**config.mk**
```make
export PLATFORM = sky130hd
export DESIGN_NAME = fetch_unit
export DESIGN_NICKNAME = d
export VERILOG_FILES = /design/src/rtl/riscv_pkg.sv /design/src/rtl/next_pc_sel.sv /design/src/rtl/fetch_unit.sv
export SDC_FILE = /design/constraint.sdc
export NUM_CORES = 1
export LEC_CHECK = 0
export CAP_MARGIN = 0
export CORE_MARGIN = 2
export CORE_UTILIZATION = 30
export DETAILED_ROUTE_END_ITERATION = 7
export DONT_BUFFER_PORTS = 1
export PLACE_DENSITY_LB_ADDON = 0.15
export SLEW_MARGIN = 30
export SYNTH_ARGS = -nofsm -noshare
export SYNTH_HDL_FRONTEND = slang
export SYNTH_SLANG_ARGS = --single-unit
```
**constraint.sdc**
```tcl
create_clock -name clk -period 3.05 [get_ports clk]
set_clock_uncertainty 0.2 [all_clocks]
set_input_delay 0.4575 -clock clk [delete_from_list [all_inputs] [get_ports clk]]
set_output_delay 0.4575 -clock clk [all_outputs]
set_load 0.05 [all_outputs]
```
**src/rtl/riscv_pkg.sv**
```systemverilog
// Shared definitions for the core front end: fetch states, instruction
// field positions and architectural constants.
package riscv_pkg;

    typedef enum logic [1:0] {
        F_REQ  = 2'd0,
        F_WAIT = 2'd1,
        F_HOLD = 2'd2,
        F_HALT = 2'd3
    } fetch_state_e;

    localparam logic [31:0] DEF_RESET_PC  = 32'h0000_0000;
    localparam logic [31:0] DEF_NOP_INSTR = 32'h0000_0013;

    localparam int OP_LSB  = 0;
    localparam int RD_LSB  = 7;
    localparam int F3_LSB  = 12;
    localparam int RS1_LSB = 15;
    localparam int RS2_LSB = 20;
    localparam int F7_BIT  = 30;

endpackage

```
**src/rtl/next_pc_sel.sv**
```systemverilog
// Next-PC priority mux (redirect > branch > sequential) with alignment check.
module next_pc_sel (
    input  logic        flush,
    input  logic [31:0] flush_pc,
    input  logic        pc_src,
    input  logic [31:0] pc_target,
    input  logic [31:0] pc_cur,
    output logic [31:0] next_pc,
    output logic        misaligned
);

    always_comb begin
        next_pc = pc_cur + 32'd4;
        if (flush)
            next_pc = flush_pc;
        else if (pc_src)
            next_pc = pc_target;
        misaligned = (next_pc[1:0] != 2'b00);
    end

endmodule

```
**src/rtl/fetch_unit.sv**
```systemverilog
// Front end: owns the PC, fetches over a req/rvalid handshake and holds one
// instruction plus its decoded fields until the core accepts it.
module fetch_unit
    import riscv_pkg::*;
#(
    parameter logic [31:0] RESET_PC  = DEF_RESET_PC,
    parameter logic [31:0] NOP_INSTR = DEF_NOP_INSTR
) (
    input  logic        clk,
    input  logic        rst,
    output logic        imem_req,
    output logic [31:0] imem_addr,
    input  logic        imem_rvalid,
    input  logic [31:0] imem_rdata,
    output logic        instr_valid,
    input  logic        instr_ready,
    output logic [31:0] instr,
    output logic [31:0] pc_out,
    output logic [6:0]  op,
    output logic [2:0]  funct3,
    output logic        funct7,
    output logic [4:0]  rs1,
    output logic [4:0]  rs2,
    output logic [4:0]  rd,
    input  logic        pc_src,
    input  logic [31:0] pc_target,
    input  logic        flush,
    input  logic [31:0] flush_pc,
    output logic        misalign_err
);

    fetch_state_e state;
    logic [31:0]  pc;
    logic         drop;
    logic [31:0]  next_pc;
    logic         misaligned;

    next_pc_sel u_next_pc_sel (
        .flush      (flush),
        .flush_pc   (flush_pc),
        .pc_src     (pc_src),
        .pc_target  (pc_target),
        .pc_cur     (pc_out),
        .next_pc    (next_pc),
        .misaligned (misaligned)
    );

    assign imem_addr = pc;
    assign op        = instr[OP_LSB +: 7];
    assign rd        = instr[RD_LSB +: 5];
    assign funct3    = instr[F3_LSB +: 3];
    assign rs1       = instr[RS1_LSB +: 5];
    assign rs2       = instr[RS2_LSB +: 5];
    assign funct7    = instr[F7_BIT];

    always_ff @(posedge clk or posedge rst) begin
        if (rst) begin
            state        <= F_REQ;
            pc           <= RESET_PC;
            imem_req     <= 1'b0;
            instr_valid  <= 1'b0;
            instr        <= NOP_INSTR;
            pc_out       <= RESET_PC;
            drop         <= 1'b0;
            misalign_err <= 1'b0;
        end else if (flush) begin
            pc           <= next_pc;
            instr_valid  <= 1'b0;
            instr        <= NOP_INSTR;
            misalign_err <= misaligned;
            if (misaligned) begin
                state    <= F_HALT;
                imem_req <= 1'b0;
                drop     <= 1'b0;
            end else if (state == F_WAIT && !imem_rvalid) begin
                // Response still in flight: swallow it when it lands.
                drop     <= 1'b1;
                imem_req <= 1'b0;
            end else begin
                state    <= F_REQ;
                imem_req <= 1'b1;
                drop     <= 1'b0;
            end
        end else begin
            unique case (state)
                F_REQ: begin
                    // Out of reset the request pulse is raised one cycle late.
                    if (imem_req) begin
                        imem_req <= 1'b0;
                        state    <= F_WAIT;
                    end else begin
                        imem_req <= 1'b1;
                    end
                end
                F_WAIT: begin
                    if (imem_rvalid) begin
                        if (drop) begin
                            drop     <= 1'b0;
                            state    <= F_REQ;
                            imem_req <= 1'b1;
                        end else begin
                            instr       <= imem_rdata;
                            pc_out      <= pc;
                            instr_valid <= 1'b1;
                            state       <= F_HOLD;
                        end
                    end
                end
                F_HOLD: begin
                    if (instr_valid && instr_ready) begin
                        instr_valid <= 1'b0;
                        instr       <= NOP_INSTR;
                        if (misaligned) begin
                            misalign_err <= 1'b1;
                            state        <= F_HALT;
                        end else begin
                            pc       <= next_pc;
                            state    <= F_REQ;
                            imem_req <= 1'b1;
                        end
                    end
                end
                F_HALT: begin
                    imem_req <= 1'b0;
                end
            endcase
        end
    end

endmodule

```
======== Word level (Yosys, flattened, before mapping) ========
Index checks and enable logic that the tools add are counted.
storage, ports and cells
  memory bits (read-only) ................. 0
  flip-flop bits (word level) ............. 102
  bits in writable memories ............... 0
  memories ................................ 0
  latch bits .............................. 0
  output and inout bits ................... 125
cells by class
  bitwise operators ....................... 2
  equality and inequality tests ........... 11
  reduce and logical (&&, ||, !) cells .... 19
  div/mod/pow operators ................... 0
  shifts and indexed selects .............. 0
  magnitude comparators ................... 0
  add/sub/neg operators ................... 1
  muxes and demuxes ....................... 43
  $mul .................................... 0
operator list
  operator                                        number
  2-to-1 mux 32 bit                               10
  one-hot mux 32 bit (2 select lines)             1
  adder 32 x 3 -> 32 bit (second input constant)  1
  2-to-1 mux 1 bit                                21
  inequality test 3 bit (second input constant)   7
  2-to-1 mux 2 bit                                8
  AND reduction 4 bit                             3
  nonzero test 2 bit                              6
  one-hot mux 2 bit (3 select lines)              1
  AND reduction 3 bit                             2
  AND reduction 5 bit                             1
  == test 2 bit (second input constant)           2
  one-hot mux 1 bit (4 select lines)              1
  nonzero test 4 bit                              1
  nonzero test 3 bit                              1
  == test 2 x 1 -> 1 bit (second input constant)  1
  logical AND 1 bit                               2
  zero test 2 bit                                 1
  inequality test 2 bit (second input constant)   1
  inverter 1 bit                                  2
  one-hot mux 1 bit (2 select lines)              1
  AND reduction 2 bit                             1
  zero test 1 bit                                 1

======== Longest topological paths before layout ========
Gate-level depths: netlist (run 1).
  depth after elaboration ................. 8
  depth in mapped cells ................... 8
  depth with buffers taken out ............ 7

======== By module ========
Synthesis (run 1) repeated with hierarchy kept, for this count alone.
second synthesis, totals
  cells, all modules ...................... 549
  area total of the unflattened synthesis .. 5721.7 sq um
modules (own cells, without submodules)
  module       times used  sequential area each (sq um)  area an instance (sq um)  cells each
  fetch_unit   1           2556.2                        4468.0                    354
  next_pc_sel  1           0.0                           1253.7                    195

======== Worst setup path before layout (run 1) ========
No wires, ideal clock.
  path type ............................... reg2reg
  start ................................... reg pc_out[2]
  end ..................................... reg pc[28] (netlist: imem_addr[28])
  stages on the path, launching flop included .. 7
  setup time .............................. 0.126 ns
  arrival time ............................ 2.183 ns
  buffers on the path ..................... 0
  data required time ...................... 2.724 ns
  slack ................................... 0.541 ns
  cells stage by stage .................... dfrtp_1 > ha_1 > nand3_2 > nor4_4 > nand4_1 > xnor2_1 > a221o_1
between the ends
  word-level cells in the longest chain between the ends .. 7
RTL lines
  element                     line               source
  start: declaration          fetch_unit.sv:18   output logic [31:0] pc_out,
  start signal: assignment    fetch_unit.sv:103  pc_out <= pc;
  adder 32 x 3 -> 32 bit (*)  next_pc_sel.sv:13  next_pc = pc_cur + 32'd4;
  2-to-1 mux 32 bit (*)       next_pc_sel.sv:16  else if (pc_src)
  2-to-1 mux 32 bit (*)       next_pc_sel.sv:14  if (flush)
  2-to-1 mux 32 bit           fetch_unit.sv:113  if (misaligned) begin
  2-to-1 mux 32 bit           fetch_unit.sv:110  if (instr_valid && instr_ready) begin
  2-to-1 mux 32 bit           fetch_unit.sv:85   unique case (state)
  2-to-1 mux 32 bit (*)       fetch_unit.sv:66   end else if (flush) begin
  end signal: assignment      fetch_unit.sv:67   pc <= next_pc;
  end signal: assignment      fetch_unit.sv:117  pc <= next_pc;
  end: declaration            fetch_unit.sv:33   logic [31:0] pc;
Mark *: on every way between the ends. The rest lies on a longest branch, timed or not. The select of a mux whose other input is x is not followed.
A chain may end at the register's enable or synchronous reset.

======== Worst setup path after layout (run 1) ========
  start ................................... reg state[0]
  end ..................................... reg pc[16] (netlist: imem_addr[16])
between the ends
  word-level cells in the longest chain between the ends .. 3
RTL lines
  element                               line              source
  start: declaration                    fetch_unit.sv:32  fetch_state_e state;
  start signal: assignment              fetch_unit.sv:58  state <= F_REQ;
  start signal: assignment              fetch_unit.sv:72  state <= F_HALT;
  start signal: assignment              fetch_unit.sv:80  state <= F_REQ;
  == test 2 bit                         fetch_unit.sv:85
  nonzero test 2 bit (no source line)   -
  AND reduction 3 bit (no source line)  -
Every way passes these cells.

==> results.json, run 1 <==
{
  "yosysUniqueCellTypes": 58,
  "routabilityCongestion": 0.7916,
  "wl_mm": 16.10,
  "path_max_fanout": 20,
  "syn-num-nets": 617,
  "ant_nets": 0,
  "layout_setup_ws_ns": 0.7076,
  "avgRoutedWirePerCell_microns": 21.99,
  "cts_sinks": 102,
  "grt_pass1_vias": 4142,
  "ctsResizeCount": 0,
  "finalHoldViolCount": 0,
  "root_buffer": "clkbuf_16",
  "synth_seq_area_share": 0.4804,
  "synth_common_cells": "dfrtp_1, nand2_1, a22o_1",
  "drive_above_1_share": 0.1953,
  "hold_depth": 2,
  "drt_drc_violations_left": 0,
  "status": "finished, final reports clean",
  "syn_inst": 511,
  "yosysMostFrequentCell": "dfrtp_1",
  "via_count": 3911,
  "synth_top_area_cell": "dfrtp_1",
  "rrSetupSlack_ns": 0.71,
  "cts-htree-levels": 3,
  "routed_via_density": 5.343,
  "tightest_slew_ns": 0.9435,
  "register_area_sq_um": 2556,
  "min_to": "imem_addr[0]$_DFFE_PP0P_",
  "arrival_ns": 2.41,
  "r2r_start": "state[0]$_DFFE_PP0P_",
  "syn_to_final_growth_pct": 10.04,
  "die_w_microns": 137.2,
  "die_h_microns": 137.2,
  "initial_utilization": 0.3077,
  "clk_path_buf_depth": 2,
  "drtIter0Drc": 137,
  "portBuffers": 0,
  "worstSetupEndpointType": "register",
  "nets": 608,
  "rr_worst_depth": 9,
  "synthTopCellsByArea": "dfrtp_1, mux2_2, a22o_1, nand2_1, buf_4",
  "worstSetupPathType": "register to register",
  "finalCritPeriodShare": 0.7680,
  "synth_top_area_frac": 0.4656,
  "slew-limit-headroom": 0.3710,
  "grt.busiest_layer": "met2",
  "dr.pass1.iters": 4,
  "max_freq_mhz": 426.9,
  "holdCritStartpoint": "flush_pc[0]",
  "multi_input_area_sq_um": 2409,
  "grt_pass1_wl_mm": 24.48,
  "use_met2": 0.2769,
  "synth_area_sq_um": 5321,
  "clk_pin_slew_worst_paths_ns": 0.07,
  "rows": 48,
  "gr-total-overflow": 0,
  "fillers": 1761,
  "finalSetupViolCount": 0,
  "met3_usage": 0.04157,
  "irDropWorstVdd_mv": 0.3809,
  "grt_util_met1": 0.2227,
  "fin_crit_ns": 2.342,
  "place_inst": 714,
  "worstReg2RegEnd": "imem_addr[16]$_DFFE_PP0P_",
  "cts_made_buffers": 9,
  "clock_latency_ns": 0.36,
  "yosysWarnings": 0,
  "cts_tree": "yes",
  "n_antenna_cell": 0,
  "yosys_register_bits": 102,
  "antenna_found_initial": 0,
  "power_density_nw_per_um2": 1038,
  "place_ws_ns": 0.7261,
  "power_uw": 6080,
  "rsz0062_at_grt": "no",
  "ios": 227,
  "hpwl_mm": 11.55,
  "grt.total_usage": 0.1721,
  "final_cells": 732,
  "core_sq_um": 17300,
  "finalSetupTns_ns": 0,
  "synth_edf_count": 0,
  "grt_max_degree": 103,
  "maxCapViolations": 0,
  "yosys_most_used_dff": "dfrtp_1",
  "final-max-slew-violation-count": 0,
  "hold_class": "input pin to register",
  "async_reset_ff_frac": 1.000,
  "worst_ep_required_time_ns": 3.12,
  "critPathLaunchType": "register",
  "power.leakage_uw": 0.002461,
  "synth.avg_cell_area_sq_um": 10.41,
  "fp.dieArea_sq_um": 18820
}
layout make-up:
| type | count | area share |
|---|---|---|
| Clock buffer | 9 | 0.03846 |
| Clock inverter | 7 | 0.01004 |
| Inverter | 11 | 0.007692 |
| Multi-Input combinational cell | 343 | 0.4113 |
| Sequential cell | 102 | 0.4365 |
| Tap cell | 225 | 0.04808 |
| Timing Repair Buffer | 35 | 0.04786 |
registers in the layout, summed over array words and instances, names as in the netlist:
signal,count
instr_valid,1
state,2
imem_addr,32
misalign_err,1
pc_out,32
drop,1
instr,32
imem_req,1
stage by stage:
step           hold slack, ns    util  area, sq um
6_report              0.02370  0.3385         5856
4_1_cts              0.004827  0.3385         5856
2_1_floorplan          0.3391       -         5325
3_5_place_dp           0.3543  0.3210         5552
3_3_place_gp           0.3397  0.3210         5552
5_1_grt               0.01587  0.3385         5856
worst max-delay path by stage:
| stage | from | slack (ns) | to | depth (start not counted) |
|---|---|---|---|---|
| final | state[0]$_DFFE_PP0P_ | 0.71 | imem_addr[16]$_DFFE_PP0P_ | 9 |
| after global routing | state[0]$_DFFE_PP0P_ | 0.52 | imem_addr[14]$_DFFE_PP0P_ | 9 |
| after CTS | state[0]$_DFFE_PP0P_ | 0.70 | imem_addr[16]$_DFFE_PP0P_ | 9 |
| after detailed placement | state[0]$_DFFE_PP0P_ | 0.73 | imem_addr[16]$_DFFE_PP0P_ | 9 |
| after global placement | state[0]$_DFFE_PP0P_ | 0.78 | imem_addr[25]$_DFFE_PP0P_ | 8 |
| after floorplan | pc_out[2]$_DFFE_PP0P_ | 0.54 | imem_addr[28]$_DFFE_PP0P_ | 6 |
critical path: stages (launching register included):
cell	delay [ns]
dfrtp_1	0.38
inv_1	0.10
ha_1	0.28
and3_1	0.28
o21ai_2	0.10
buf_4	0.24
nor2_2	0.13
buf_4	0.25
o21ai_1	0.11
o22ai_1	0.19
cell families (layout without fill, tap and decap cells):
| group | Yosys count | after routing | share of synthesized area |
|---|---|---|---|
| muxes | 35 | 35 | 0.07289 |
| buffers and inverters | 66 | 62 | 0.07101 |
| xor gates and xnor gates | 27 | 27 | 0.04444 |
| AOI/OAI and AO/OA | 120 | 120 | 0.1653 |
| adders and majority gates | 4 | 4 | 0.009406 |
| DFF | 102 | 102 | 0.4804 |
| and+or+nand+nor | 157 | 157 | 0.1566 |
metal layers:
layer | up-vias | routed length, microns
met3 | 20 | 1056
met2 | 128 | 7714
met5 | - | 0
li1 | 1804 | -
met4 | 0 | 340
met1 | 1959 | 6989
layout by cell type, fill, tap and decap left out, types with 4 or more instances in the layout:
cell,Yosys,layout
a21oi_1,14,13
a221o_1,13,13
a22o_1,30,30
and3_1,4,4
buf_4,28,32
clkbuf_16,0,9
dfrtp_1,99,99
ha_1,4,4
inv_1,11,10
mux2_2,28,28
mux2i_1,5,5
nand2_1,58,58
nand3_1,14,14
nand4_1,12,12
nor2_1,28,28
nor2b_1,6,6
nor3_1,8,7
nor3b_1,4,4
nor4_1,5,4
o21ai_0,21,21
o21ai_1,11,11
o22ai_1,5,5
xnor2_1,15,15
xor2_1,12,12
repair_timing:
| item | CTS | global route |
|---|---|---|
| hold buffers | 2 | 0 |
| hold endpoints to repair | 100 | 0 |
| setup buffers | 0 | 0 |
power breakdown:
| group | total [uW] | internal [uW] | switching, uW | leakage [uW] |
|---|---|---|---|---|
| sequential | 2890 | 1680 | 1210 | 0.00128 |
| combinational | 2060 | 709 | 1350 | 0.00105 |
| clock | 1140 | 565 | 571 | 0.000133 |
| total | 6080 | 2960 | 3120 | 0.00246 |
(Power assumes the default switching activity.)
==> run 2: changes to the inputs <==
==> constraint.sdc (replaced) <==
create_clock -name clk -period 2 [get_ports clk]
set_clock_uncertainty 0.2 [all_clocks]
set_input_delay 0.3 -clock clk [delete_from_list [all_inputs] [get_ports clk]]
set_output_delay 0.3 -clock clk [all_outputs]
set_load 0.05 [all_outputs]
==> results.json, run 2 (synthesis gave the netlist of run 1 again) <==
{
  "critPathLaunchType": "register",
  "grt.total_usage": 0.1846,
  "finish.instance_area_sq_um": 7392,
  "routed_via_density": 5.193,
  "antenna_found_initial": 2,
  "root_buffer": "clkbuf_16",
  "finalCritPeriodShare": 0.9804,
  "power_density_nw_per_um2": 1396,
  "holdCritStartpoint": "pc_target[14]",
  "routabilityCongestion": 0.8249,
  "ant_nets": 0,
  "worstSetupPathType": "register to register",
  "worst_ep_required_time_ns": 2.04,
  "grt_pass1_vias": 4600,
  "die_w_microns": 137.2,
  "irDropWorstVdd_mv": 0.6728,
  "hold_class": "input pin to register",
  "hold_depth": 2,
  "final_cell_mix": "buf_4, dlygate4sd3_1, dfrtp_1, nand2_1, a22o_1",
  "status": "finished with violations",
  "rsz0062_at_grt": "yes",
  "worstSetupEndpointType": "register",
  "arrival_ns": 2.00,
  "power.leakage_uw": 0.003159,
  "slew-limit-headroom": 0.6267,
  "core_sq_um": 17300,
  "syn_to_final_growth_pct": 38.91,
  "max_stage_delay_ns": 0.43,
  "clk_path_buf_depth": 2,
  "cts_sinks": 102,
  "max_freq_mhz": 510.0,
  "drive_above_1_share": 0.3072,
  "route.met3.wl_mm": 1.410,
  "cts-htree-levels": 3,
  "rows": 48,
  "die_h_microns": 137.2,
  "rrSetupSlack_ns": 0.04,
  "min_to": "imem_addr[14]$_DFFE_PP0P_",
  "wl_mm": 17.60,
  "critPathLaunch": "pc_out[2]$_DFFE_PP0P_",
  "via_count": 4554,
  "path_max_fanout": 5,
  "finalHoldViolCount": 3,
  "initial_utilization": 0.3077,
  "highest_layer": "met4",
  "avgRoutedWirePerCell_microns": 20.07,
  "clk_pin_slew_worst_paths_ns": 0.07,
  "fin_crit_ns": 1.961,
  "dr.pass1.iters": 4,
  "fp.dieArea_sq_um": 18820,
  "drt_drc_violations_left": 0,
  "final_common_cell": "buf_4",
  "final-max-slew-violation-count": 0,
  "place_ws_ns": -0.06316,
  "dr_wl_met2_mm": 8.518,
  "layout_setup_ws_ns": 0.03927,
  "clock_latency_ns": 0.36,
  "portBuffers": 0,
  "drtIter0Drc": 191,
  "hpwl_mm": 11.98,
  "finalSetupViolCount": 0,
  "gr-total-overflow": 0,
  "tightest_slew_ns": 0.5599,
  "crit_family": "flip-flops",
  "slowest_stage": "dfrtp_2",
  "grt_max_degree": 61,
  "hold_slack_ns": -0.02919,
  "grt_pass1_wl_mm": 26.16,
  "nets": 752,
  "ios": 227,
  "cp_num_buf_inv": 1,
  "path_cells": "ha_4, nand3_4, nor4_4, buf_4, nand4_1, xnor2_1, a221o_1",
  "cts_made_buffers": 9,
  "postPlaceCellArea_sq_um": 6098,
  "worstReg2RegEnd": "imem_addr[28]$_DFFE_PP0P_",
  "r2r_start": "pc_out[2]$_DFFE_PP0P_",
  "finalCoreUtilization": 0.4274,
  "maxCapViolations": 0,
  "rr_worst_depth": 7,
  "cts_tree": "yes",
  "m1WireLength_mm": 7.421,
  "failed_checks": "hold timing"
}
run 2: cell types whose count changed in the layout (fill, tap and decap cells not counted), moves of 3 or more:
cell,change
nor4_1,-3
ha_1,-3
dlygate4sd3_1,+79
buf_12,+5
buf_6,+3
clkinv_4,-3
buf_4,+57
dfrtp_1,-21
dfrtp_2,+21
run 2: cell type report:
class	instances	area [sq um]
well taps	225	281.5
diodes	1	2.502
fillers	1670	9905
clock inverters	5	81.33
multi-input cells	343	2524
flip-flops and latches	102	2582
inverters	11	45.04
repair buffers	179	1633
clock buffers	11	242.7
run 2: worst register-to-register path, cell delays in order, from the launching register on:
cell and delay (ns):
dfrtp_2 0.43, ha_4 0.17, nand3_4 0.11, nor4_4 0.15, buf_4 0.18, nand4_1 0.14, xnor2_1 0.16, a221o_1 0.30
run 2: layer usage:
layer	track usage	vias up
li1	-	2089
met1	0.2357	2290
met2	0.3013	160
met3	0.05592	15
met4	0.05498	0
met5	0	-
run 2: per-stage QoR:
step / total power [uW] / setup TNS [ns] / cells
floorplan: 6945 / -0.05445 / 511
global placement: 8085 / 0 / 772
detailed placement: 8134 / -0.1784 / 772
CTS: 10300 / -0.0002527 / 866
global route: 10860 / -0.3589 / 877
finish: 10320 / 0 / 877
run 2: worst max-delay path by stage:
stage	to	slack, ns	depth (start not counted)
floorplan	imem_addr[28]$_DFFE_PP0P_	-0.04	6
global placement	imem_addr[18]$_DFFE_PP0P_	0.004	7
detailed placement	imem_addr[23]$_DFFE_PP0P_	-0.06	7
CTS	imem_addr[21]$_DFFE_PP0P_	-0.0003	8
global route	imem_addr[28]$_DFFE_PP0P_	-0.09	7
finish	imem_addr[28]$_DFFE_PP0P_	0.04	7
run 2: power breakdown:
group	total (uW)	internal, uW	leakage [uW]	switching, uW
registers	3510	2630	0.00125	880
clock network	1970	1140	0.000156	832
logic	4850	1620	0.00175	3230
total	10300	5380	0.00316	4940
run 2: repair_timing:
item                                    CTS  global route
gates resized for setup                   3            18
endpoints found under the hold margin   168             6
hold buffers                             78             4
endpoints found under the setup margin   13            91
buffers inserted                          0             6
pin swaps                                 1             5
